## config.mk

```make
export PLATFORM = sky130hd
export DESIGN_NAME = spectrogram_capture_core
export DESIGN_NICKNAME = d
export VERILOG_FILES = /design/src/rtl/spectro_pkg.sv /design/src/rtl/thermo_encoder.sv /design/src/rtl/spectrogram_capture_core.sv
export SDC_FILE = /design/constraint.sdc
export NUM_CORES = 2
export LEC_CHECK = 0
export ABC_CLOCK_PERIOD_IN_PS = 9900
export CAP_MARGIN = 20
export CORE_ASPECT_RATIO = 0.75
export CORE_UTILIZATION = 46
export CTS_CLUSTER_DIAMETER = 60
export DETAILED_ROUTE_END_ITERATION = 10
export GPL_ROUTABILITY_DRIVEN = 0
export GPL_TIMING_DRIVEN = 0
export HOLD_SLACK_MARGIN = 0.08
export PLACE_DENSITY_LB_ADDON = 0.15
export SYNTH_ARGS = -nofsm -noshare
export SYNTH_HDL_FRONTEND = slang
export SYNTH_HIERARCHICAL = 1
export SYNTH_SLANG_ARGS = --single-unit
```

## constraint.sdc

```tcl
create_clock -name clk -period 9.9 [get_ports clk]
set_input_delay 0.99 -clock clk [delete_from_list [all_inputs] [get_ports clk]]
set_output_delay 0.99 -clock clk [all_outputs]
set_load 0.05 [all_outputs]
```

## src/rtl/spectro_pkg.sv

```systemverilog
// Shared definitions for the spectrogram capture core.
//   state_t       : capture FSM states (IDLE, CAPTURE, READOUT)
//   DEF_*         : default geometry, with derived address width and post-trigger length
//   post_len      : post-trigger window length for a given depth / pre-trigger size
//   popcount_sat  : counts set bits in the low 'width' bits and saturates at max_level
package spectro_pkg;

    typedef enum logic [1:0] {
        IDLE    = 2'd0,
        CAPTURE = 2'd1,
        READOUT = 2'd2
    } state_t;

    localparam int DEF_DEPTH   = 256;
    localparam int DEF_PRETRIG = 16;
    localparam int AW          = $clog2(DEF_DEPTH);
    localparam int POST        = DEF_DEPTH - DEF_PRETRIG;

    function automatic int post_len(input int depth, input int pretrig);
        return depth - pretrig;
    endfunction

    // Bubbles in the thermometer code are counted rather than corrected,
    // so a broken comparator reads as a lower level, never as a glitch to full scale.
    function automatic int unsigned popcount_sat(input logic [63:0] bits,
                                                 input int unsigned width,
                                                 input int unsigned max_level);
        int unsigned cnt;
        cnt = 32'd0;
        for (int unsigned i = 32'd0; i < 32'd64; i++) begin
            if (i < width) begin
                cnt = cnt + {31'd0, bits[i]};
            end else begin
                cnt = cnt;
            end
        end
        if (cnt > max_level) begin
            return max_level;
        end else begin
            return cnt;
        end
    endfunction

endpackage

```

## src/rtl/thermo_encoder.sv

```systemverilog
// Thermometer-to-binary level encoder for one band channel.
//   therm : THERM_W comparator outputs, bit 0 = lowest threshold
//   level : number of set bits, saturated to 2^ENC_W-1
module thermo_encoder
    import spectro_pkg::*;
#(
    parameter int THERM_W = 7,
    parameter int ENC_W   = 3
) (
    input  logic [THERM_W-1:0] therm,
    output logic [ENC_W-1:0]   level
);

    localparam int unsigned MAX_LEVEL = (32'd1 << ENC_W) - 32'd1;

    // Combinational popcount feeding the frame buffer write port.
    always_comb begin
        level = ENC_W'(popcount_sat(64'(therm), 32'(THERM_W), MAX_LEVEL));
    end

endmodule

```

## src/rtl/spectrogram_capture_core.sv

```systemverilog
// Spectrogram capture core: encodes N_CH thermometer channels, keeps a circular
// pre-trigger history, captures a post-trigger window on detection and streams
// the frame oldest-first over a valid/ready interface.
//   clk, reset (sync, active-high)
//   sample_en, ch_therm, event_time : acquisition inputs
//   out_ready / out_valid, out_data, out_last : frame stream
//   evt_time : timestamp latched at trigger
//   busy : CAPTURE or READOUT; missed_cnt : saturating count of triggers lost while busy
module spectrogram_capture_core
    import spectro_pkg::*;
#(
    parameter int N_CH    = 2,
    parameter int THERM_W = 7,
    parameter int ENC_W   = 3,
    parameter int DEPTH   = 256,
    parameter int PRETRIG = 16,
    parameter int TS_W    = 32
) (
    input  logic                     clk,
    input  logic                     reset,
    input  logic                     sample_en,
    input  logic [N_CH*THERM_W-1:0]  ch_therm,
    input  logic [TS_W-1:0]          event_time,
    input  logic                     out_ready,
    output logic                     out_valid,
    output logic [N_CH*ENC_W-1:0]    out_data,
    output logic                     out_last,
    output logic [TS_W-1:0]          evt_time,
    output logic                     busy,
    output logic [7:0]               missed_cnt
);

    localparam int LAW  = $clog2(DEPTH);
    localparam int LPST = post_len(DEPTH, PRETRIG);
    localparam int DW   = N_CH * ENC_W;
    localparam logic [LAW:0]   PRE_L     = (LAW+1)'(PRETRIG);
    localparam logic [LAW:0]   POST_L    = (LAW+1)'(LPST);
    localparam logic [LAW:0]   POST_M1_L = (LAW+1)'(LPST - 1);
    localparam logic [LAW:0]   ONE_C     = (LAW+1)'(1);
    localparam logic [LAW-1:0] ONE_A     = LAW'(1);

    logic [DW-1:0]   enc_word_s;
    logic [N_CH-1:0] ch_bit0_s;
    logic            trig_s;
    logic            we_s;
    logic            pop_s;
    logic            rd_issue_s;
    logic [1:0]      occ_s;
    logic [LAW-1:0]  rd_addr_s;

    state_t          state_r;
    logic [LAW-1:0]  wp_r;
    logic [LAW:0]    pre_cnt_r;
    logic [LAW:0]    post_cnt_r;
    logic [LAW-1:0]  start_r;
    logic [LAW:0]    len_r;
    logic [LAW:0]    rd_cnt_r;
    logic            rd_pend_r;
    logic            rd_last_r;
    logic [DW-1:0]   rd_data_r;
    logic            out_valid_r;
    logic [DW-1:0]   out_data_r;
    logic            out_last_r;
    logic            skid_valid_r;
    logic [DW-1:0]   skid_data_r;
    logic            skid_last_r;
    logic [TS_W-1:0] evt_time_r;
    logic            busy_r;
    logic [7:0]      missed_cnt_r;
    logic [DW-1:0]   mem_r [DEPTH];

    for (genvar c = 0; c < N_CH; c++) begin : g_ch
        thermo_encoder #(
            .THERM_W (THERM_W),
            .ENC_W   (ENC_W)
        ) u_enc (
            .therm (ch_therm[c*THERM_W +: THERM_W]),
            .level (enc_word_s[c*ENC_W +: ENC_W])
        );
        assign ch_bit0_s[c] = ch_therm[c*THERM_W];
    end

    // Trigger, write enable and read-issue decisions.
    always_comb begin
        trig_s    = sample_en & (|ch_bit0_s);
        we_s      = sample_en & (state_r != READOUT);
        pop_s     = out_valid_r & out_ready;
        rd_addr_s = start_r + rd_cnt_r[LAW-1:0];
        // Words held in output reg, skid reg or in flight from the RAM; never more than two,
        // so the in-flight word always has somewhere to land even when out_ready drops.
        occ_s     = {1'b0, out_valid_r} + {1'b0, skid_valid_r} + {1'b0, rd_pend_r};
        if ((state_r == READOUT) && (rd_cnt_r < len_r)) begin
            rd_issue_s = ((occ_s - {1'b0, pop_s}) < 2'd2);
        end else begin
            rd_issue_s = 1'b0;
        end
    end

    // Frame buffer: encoder write port and registered read port.
    always_ff @(posedge clk) begin
        if (we_s) begin
            mem_r[wp_r] <= enc_word_s;
        end
        rd_data_r <= mem_r[rd_addr_s];
    end

    // Capture FSM, readout pipeline and status registers.
    always_ff @(posedge clk) begin
        if (reset) begin
            state_r      <= IDLE;
            wp_r         <= '0;
            pre_cnt_r    <= '0;
            post_cnt_r   <= '0;
            start_r      <= '0;
            len_r        <= '0;
            rd_cnt_r     <= '0;
            rd_pend_r    <= 1'b0;
            rd_last_r    <= 1'b0;
            out_valid_r  <= 1'b0;
            out_data_r   <= '0;
            out_last_r   <= 1'b0;
            skid_valid_r <= 1'b0;
            skid_data_r  <= '0;
            skid_last_r  <= 1'b0;
            evt_time_r   <= '0;
            busy_r       <= 1'b0;
            missed_cnt_r <= 8'd0;
        end else begin
            if (trig_s && (state_r != IDLE) && (missed_cnt_r != 8'd255)) begin
                missed_cnt_r <= missed_cnt_r + 8'd1;
            end
            case (state_r)
                IDLE: begin
                    if (sample_en) begin
                        wp_r <= wp_r + ONE_A;
                        if (trig_s) begin
                            // The trigger sample itself is post-sample 0.
                            evt_time_r <= event_time;
                            start_r    <= wp_r - pre_cnt_r[LAW-1:0];
                            len_r      <= pre_cnt_r + POST_L;
                            post_cnt_r <= ONE_C;
                            rd_cnt_r   <= '0;
                            busy_r     <= 1'b1;
                            state_r    <= (POST_L == ONE_C) ? READOUT : CAPTURE;
                        end else if (pre_cnt_r < PRE_L) begin
                            pre_cnt_r <= pre_cnt_r + ONE_C;
                        end
                    end
                end
                CAPTURE: begin
                    if (sample_en) begin
                        wp_r       <= wp_r + ONE_A;
                        post_cnt_r <= post_cnt_r + ONE_C;
                        if (post_cnt_r == POST_M1_L) begin
                            state_r <= READOUT;
                        end
                    end
                end
                READOUT: begin
                    rd_pend_r <= rd_issue_s;
                    if (rd_issue_s) begin
                        rd_cnt_r  <= rd_cnt_r + ONE_C;
                        rd_last_r <= (rd_cnt_r == (len_r - ONE_C));
                    end
                    if (pop_s || !out_valid_r) begin
                        if (skid_valid_r) begin
                            out_valid_r  <= 1'b1;
                            out_data_r   <= skid_data_r;
                            out_last_r   <= skid_last_r;
                            skid_valid_r <= rd_pend_r;
                            skid_data_r  <= rd_data_r;
                            skid_last_r  <= rd_last_r;
                        end else if (rd_pend_r) begin
                            out_valid_r <= 1'b1;
                            out_data_r  <= rd_data_r;
                            out_last_r  <= rd_last_r;
                        end else begin
                            out_valid_r <= 1'b0;
                            out_last_r  <= 1'b0;
                        end
                    end else if (rd_pend_r) begin
                        // Output is stalled: park the arriving word in the skid slot.
                        skid_valid_r <= 1'b1;
                        skid_data_r  <= rd_data_r;
                        skid_last_r  <= rd_last_r;
                    end
                    if (pop_s && out_last_r) begin
                        state_r   <= IDLE;
                        busy_r    <= 1'b0;
                        pre_cnt_r <= '0;
                    end
                end
                default: begin
                    state_r <= IDLE;
                end
            endcase
        end
    end

    assign out_valid  = out_valid_r;
    assign out_data   = out_data_r;
    assign out_last   = out_last_r;
    assign evt_time   = evt_time_r;
    assign busy       = busy_r;
    assign missed_cnt = missed_cnt_r;

endmodule
```

# Yosys cells after proc, flatten, opt, wreduce, memory -nomap -nowiden
# Memory sizes are Yosys's and may differ from the RTL's. A register that Yosys moved wholly into a read port is not among the register bits.
# Cells that the tools add are included.
# word_totals
regBits,113
ramBits,1536
input_bits,50
output_inout_bits,49
memories,1
# memory_table
memory,words,word_bits,read_ports,rd_clocked_by_memory_dff,write_ports,line_no,source
mem_r,256,6,1,1,1,spectrogram_capture_core.sv:70,logic [DW-1:0] mem_r [DEPTH];
# classes
add_sub_neg,24
n_lt_le_gt_ge,5
eq_ne,15
n_mux,42
bitwise,3
reduce_logical,26
# ops
op,n
adder 32 x 1 -> 32 bit,10
2-to-1 mux 9 bit,10
greater-than comparator 32 x 3 -> 1 bit (second input constant),2
case mux 9 bit (2 select lines),3
adder 9 x 1 -> 9 bit (second input constant),3
2-to-1 mux 6 bit,4
!= test 2 bit (second input constant),9
adder 8 x 1 -> 8 bit (second input constant),2
2-to-1 mux 1 bit,16
AND reduction 4 bit,3
2-to-1 mux 2 bit,5
AND reduction 5 bit,2
nonzero test 2 bit,5
adder 9 x 8 -> 9 bit (second input constant),1
== test 9 x 8 -> 1 bit (second input constant),1
== test 9 bit,1
less-than comparator 9 x 5 -> 1 bit (second input constant),1
less-than comparator 9 bit,1
AND reduction 3 bit,3
subtractor 9 x 1 -> 9 bit (second input constant),1
adder 8 bit,1
!= test 8 bit (second input constant),1
AND reduction 2 bit,4
subtractor 8 bit,1
other kinds (16),25

# Depth between registers and ports, before layout
# logic_depth
word_depth,8
mapped_depth,13
depth_no_buf,11

# By module
# The synthesis kept the hierarchy.
# by_module_without_submodules
module,instances,cells_per_inst,area_per_inst_um2,seq_area_each_um2
spectrogram_capture_core,1,3784,65829.4,48506.5
thermo_encoder,2,13,113.9,0.0

# Worst setup path after synthesis
# No wires, ideal clock.
# synth_path
kind,in2reg
start,input ch_therm[0]
end,memory mem_r[0][2] in the netlist's numbering (data pin)
setup_time_ns,1.016
arrival_time_ns,6.472
slack_ns,2.412
cell_stages,7
cell_sequence,fa_1 > inv_1 > fa_1 > fa_1 > inv_1 > fa_1 > clkbuf_1
# synth_between
elab_chain_cells,8
# synth_lines
item,line_no,source
"start, declared",spectrogram_capture_core.sv:22,"input logic [N_CH*THERM_W-1:0] ch_therm,"
adder 1 x 1 -> 2 bit (*),spectro_pkg.sv:32,"cnt = cnt + {31'd0, bits[i]};"
adder 32 x 1 -> 32 bit (*) (5 in a row),spectro_pkg.sv:32,
greater-than comparator 32 x 3 -> 1 bit,spectro_pkg.sv:37,if (cnt > max_level) begin
2-to-1 mux 3 bit (*),spectro_pkg.sv:37,
named net enc_word_s[2],spectrogram_capture_core.sv:42,logic [DW-1:0] enc_word_s;
"end, declared",spectrogram_capture_core.sv:70,
# Mark *: on every way through the listed nets, which the timed path passes. The rest lies on a longest branch.

# Final worst setup path
# layout_path
start,register rd_cnt_r[1]
end,register rd_data_r[4] (read register of mem_r)
# layout_between
elab_chain_cells,1
# layout_lines
item,line_no,source
"start, declared",spectrogram_capture_core.sv:57,logic [LAW:0] rd_cnt_r;
"start signal, assigned",spectrogram_capture_core.sv:162,rd_cnt_r <= rd_cnt_r + ONE_C;
adder 8 bit,spectrogram_capture_core.sv:88,rd_addr_s = start_r + rd_cnt_r[LAW-1:0];
"end, declared",spectrogram_capture_core.sv:60,logic [DW-1:0] rd_data_r;
# No other way between the ends.
# A chain may end at the register's enable or synchronous reset.

==> metrics <==
Comb power frac 0.134; TritonCTS clock tree yes; asr flop ratio synth 0; count of mapped cells out of synthesis 3,810; Die Y 330 µm; CP required 10.53 ns; min cycle time layout 5.81 ns; cells resized by post-CTS repair 0; Most common cell on crit path buf_2; status finished clean; Starting Density 0.463; Final Cell Area 75,100 µm²; vias 36,400; Synth Area per Inst 17.3 µm²; WL met1 79,200 µm; clk_skew 0.0372 ns; Core Rows 120; vias per cell 5.94; Max Fclk 0.172 GHz; DRC violations left 0; fin. max-slew vios 0; Slowest Stage Delay on Critical Path 0.92 ns; RSZ-0062 raised after global routing false; hold_buf cts 0; cell accounting for the most synthesized area edfxtp_1; Placed Area 70,000 µm²; mapped cell area 66,100 µm²; setup violators final 0; max-cap viol count 0; met2 WL 76,700 µm; vias in the first global route 35,300; largest net degree at the start of global routing 149; Worst Max-Slew Pin Slew 1.29 ns; TritonCTS buffer count 159; ANT nets after route 0; final layout net count 4,190; highest routed layer met5; final core area utilization 0.526; Worst setup EP type flop; critical path cell sequence inv_1 -> fa_1 -> buf_2 -> buf_2 -> clkbuf_1 -> buf_1 -> mux4_2 -> nand2_1 -> a31oi_1 -> a32oi_1 -> nand3_1 -> a211o_1; area share of the largest cell type after synthesis 0.698; CTS Root Buffer Type clkbuf_16; sequential-to-total area share from yosys stat 0.734; internal power 12.2 mW; Max H-tree Level 4; Longest Clk Path Bufs 3; clock sink count 1,655; routed len/inst 29.2 µm; sw power 4.20 mW; slew margin rel. 0.143; FF+latch count, synth 1,655; sequential power share 0.502; largest cells by area after synthesis edfxtp_1 (70%), mux4_2 (13%), dfxtp_1 (3.6%); FILL cells 11,400; Critical Path Start Type flop; Clock Power Share 0.364; grt total ovfl 0; worst hold path class flop to flop; Initial DRC Count 4,457; Area Overhead vs Synth 13.7%; Pre-antenna DRT Iters 6; Pwr Density 219 nW/µm²; Data arrival, critical path 6.44 ns; HPWL reported at the end of detailed placement 119,000 µm; Setup Total Neg Slack 0 ns; die width 440 µm; Port Buffers 98; Reg area 48,500 µm²; Crit-path slowest cell clkbuf_1; Final Hold Viols 0; crit path kind flop to flop; Crit Path Max Fanout 10; final worst path period share 0.587; met3 wire length 18,500 µm; Clock Latency Late Sink 0.81 ns; switching share of power 0.255; Routed WL 179,000 µm; first-pass GRT wire length 255,000 µm; io pins 99; Worst VDD drop 0.191 mV; Fin Hold WS 0.448 ns; Synth cell types 52; postcts setup bufs 0; core area 143,000 µm²; Lkg Pwr 23.9 nW; ratio of cells with drive above 1 in the final layout 0.172; clock transition at the registers of the reported paths 0.06 ns; area of the multi-input gates 16,500 µm²; Synth warnings 6; Syn Nets 3,906; Synth Flop Type edfxtp_1; initial antenna violation count 10; Post-synth EDFFs 1,536; die area 145,000 µm²; Total GRT Usage 0.248
## state kept, by name, summed over array words and instances (netlist names), 2 cells and up
signal / cells
evt_time: 32
len_r: 9
mem_r: 1536
missed_cnt: 8
out_data: 6
post_cnt_r: 9
pre_cnt_r: 9
rd_cnt_r: 9
rd_data_r: 6
skid_data_r: 6
start_r: 8
state_r: 2
wp_r: 8
## critical path: cells and delay by family (launching register included)
family | cells | cell delay, ns
DFF | 1 | 0.48
adders and majority gates | 1 | 0.75
and+or+nand+nor | 2 | 0.27
muxes | 1 | 0.48
buffers and inverters | 5 | 2.64
AOI/OAI and AO/OA | 3 | 1.00
## cells in the final DEF (no fill, tap or decap), drive strengths merged, types with 6 or more instances in the layout
master and n:
clkinv 64, xnor2 26, bufinv 12, a211o 6, buf 119, o21ai 18
clkbuf 338, xor2 22, fa 10, clkdlybuf4s50 98, and3 21, nor2b 18
or3 7, a211oi 13, nand2b 8, a21oi 69, dfxtp 119, clkinvlp 8
nor3 7, a32oi 19, inv 53, nand2 471, mux4 384, a21o 6
edfxtp 1536, o21a 7, a31oi 24, nor2 339, mux2i 54, nand4 65
a22o 6, nand3 213, ha 36
## routing by layer
metal  vias up  global-route usage
met5         -                   0
met2      1755               0.351
met1     18900               0.378
met4         4              0.0718
li1      15500                   -
met3       262              0.0643
## final timing paths
path,start,to,slack (ns),cells past startpoint
worst max-delay path,rd_cnt_r[1],rd_data_r[4],4.09,12
worst min-delay path,busy,busy,0.45,2
worst max register to register,rd_cnt_r[1],rd_data_r[4],4.09,12
worst min register to register,busy,busy,0.45,2
## stage by stage
step | power, mW | setup WS [ns] | instances
after global routing | 16.9 | 4.07 | 6114
after floorplan | 9.77 | 2.41 | 3810
after CTS | 16.5 | 4.19 | 6113
after global placement | 10.8 | -3.79 | 5799
after detailed placement | 10.6 | 4.22 | 5823
final | 16.4 | 4.09 | 6116
## synthesized netlist by cell type, types with 3 or more instances
cell / n
a32oi_1: 19
o21ai_0: 14
a21o_1: 6
o21a_1: 7
nor3_1: 7
nor4_1: 3
nand2_1: 471
or4_1: 3
nand4_1: 65
edfxtp_1: 1536
a22o_1: 6
dfxtp_1: 119
xnor2_1: 26
nand3_1: 213
a21oi_1: 68
and3_1: 21
clkbuf_1: 139
mux4_2: 384
a211o_1: 6
and2_1: 3
nand2b_1: 8
a211oi_1: 13
nor2_1: 339
or3_1: 7
xor2_1: 22
a31oi_1: 22
buf_2: 59
nor2b_1: 18
ha_1: 36
fa_1: 10
buf_1: 34
o21ai_1: 4
inv_1: 44
mux2i_1: 54
## power groups by stage
stage | Combinational, mW | Sequential [mW] | Clock (mW)
6_report | 2.21 | 8.25 | 5.98
2_1_floorplan | 1.20 | 8.57 | 0
4_1_cts | 2.22 | 8.24 | 6.06
5_1_grt | 2.35 | 8.24 | 6.32
3_3_place_gp | 2.04 | 8.77 | 0
3_5_place_dp | 2.22 | 8.39 | 0
## kinds of logic after synthesis
logic type / share of synthesized area
mux: 0.139
xor+xnor: 0.00636
simple gates: 0.0754
compound gates: 0.0179
buf+inv: 0.0171
fa+ha+maj: 0.00985
flops: 0.734
## final cells by class
class	instances	area share
timing repair buffer	123	0.0206
antenna	2	0.0000667
clock buffer	197	0.0553
inverter	44	0.00240
sequential	1655	0.646
clock inverter	93	0.0117
multi-input combinational	1876	0.219
buffer	235	0.0132
tap	1891	0.0315
No activity file was read; power rests on OpenSTA's default activity.
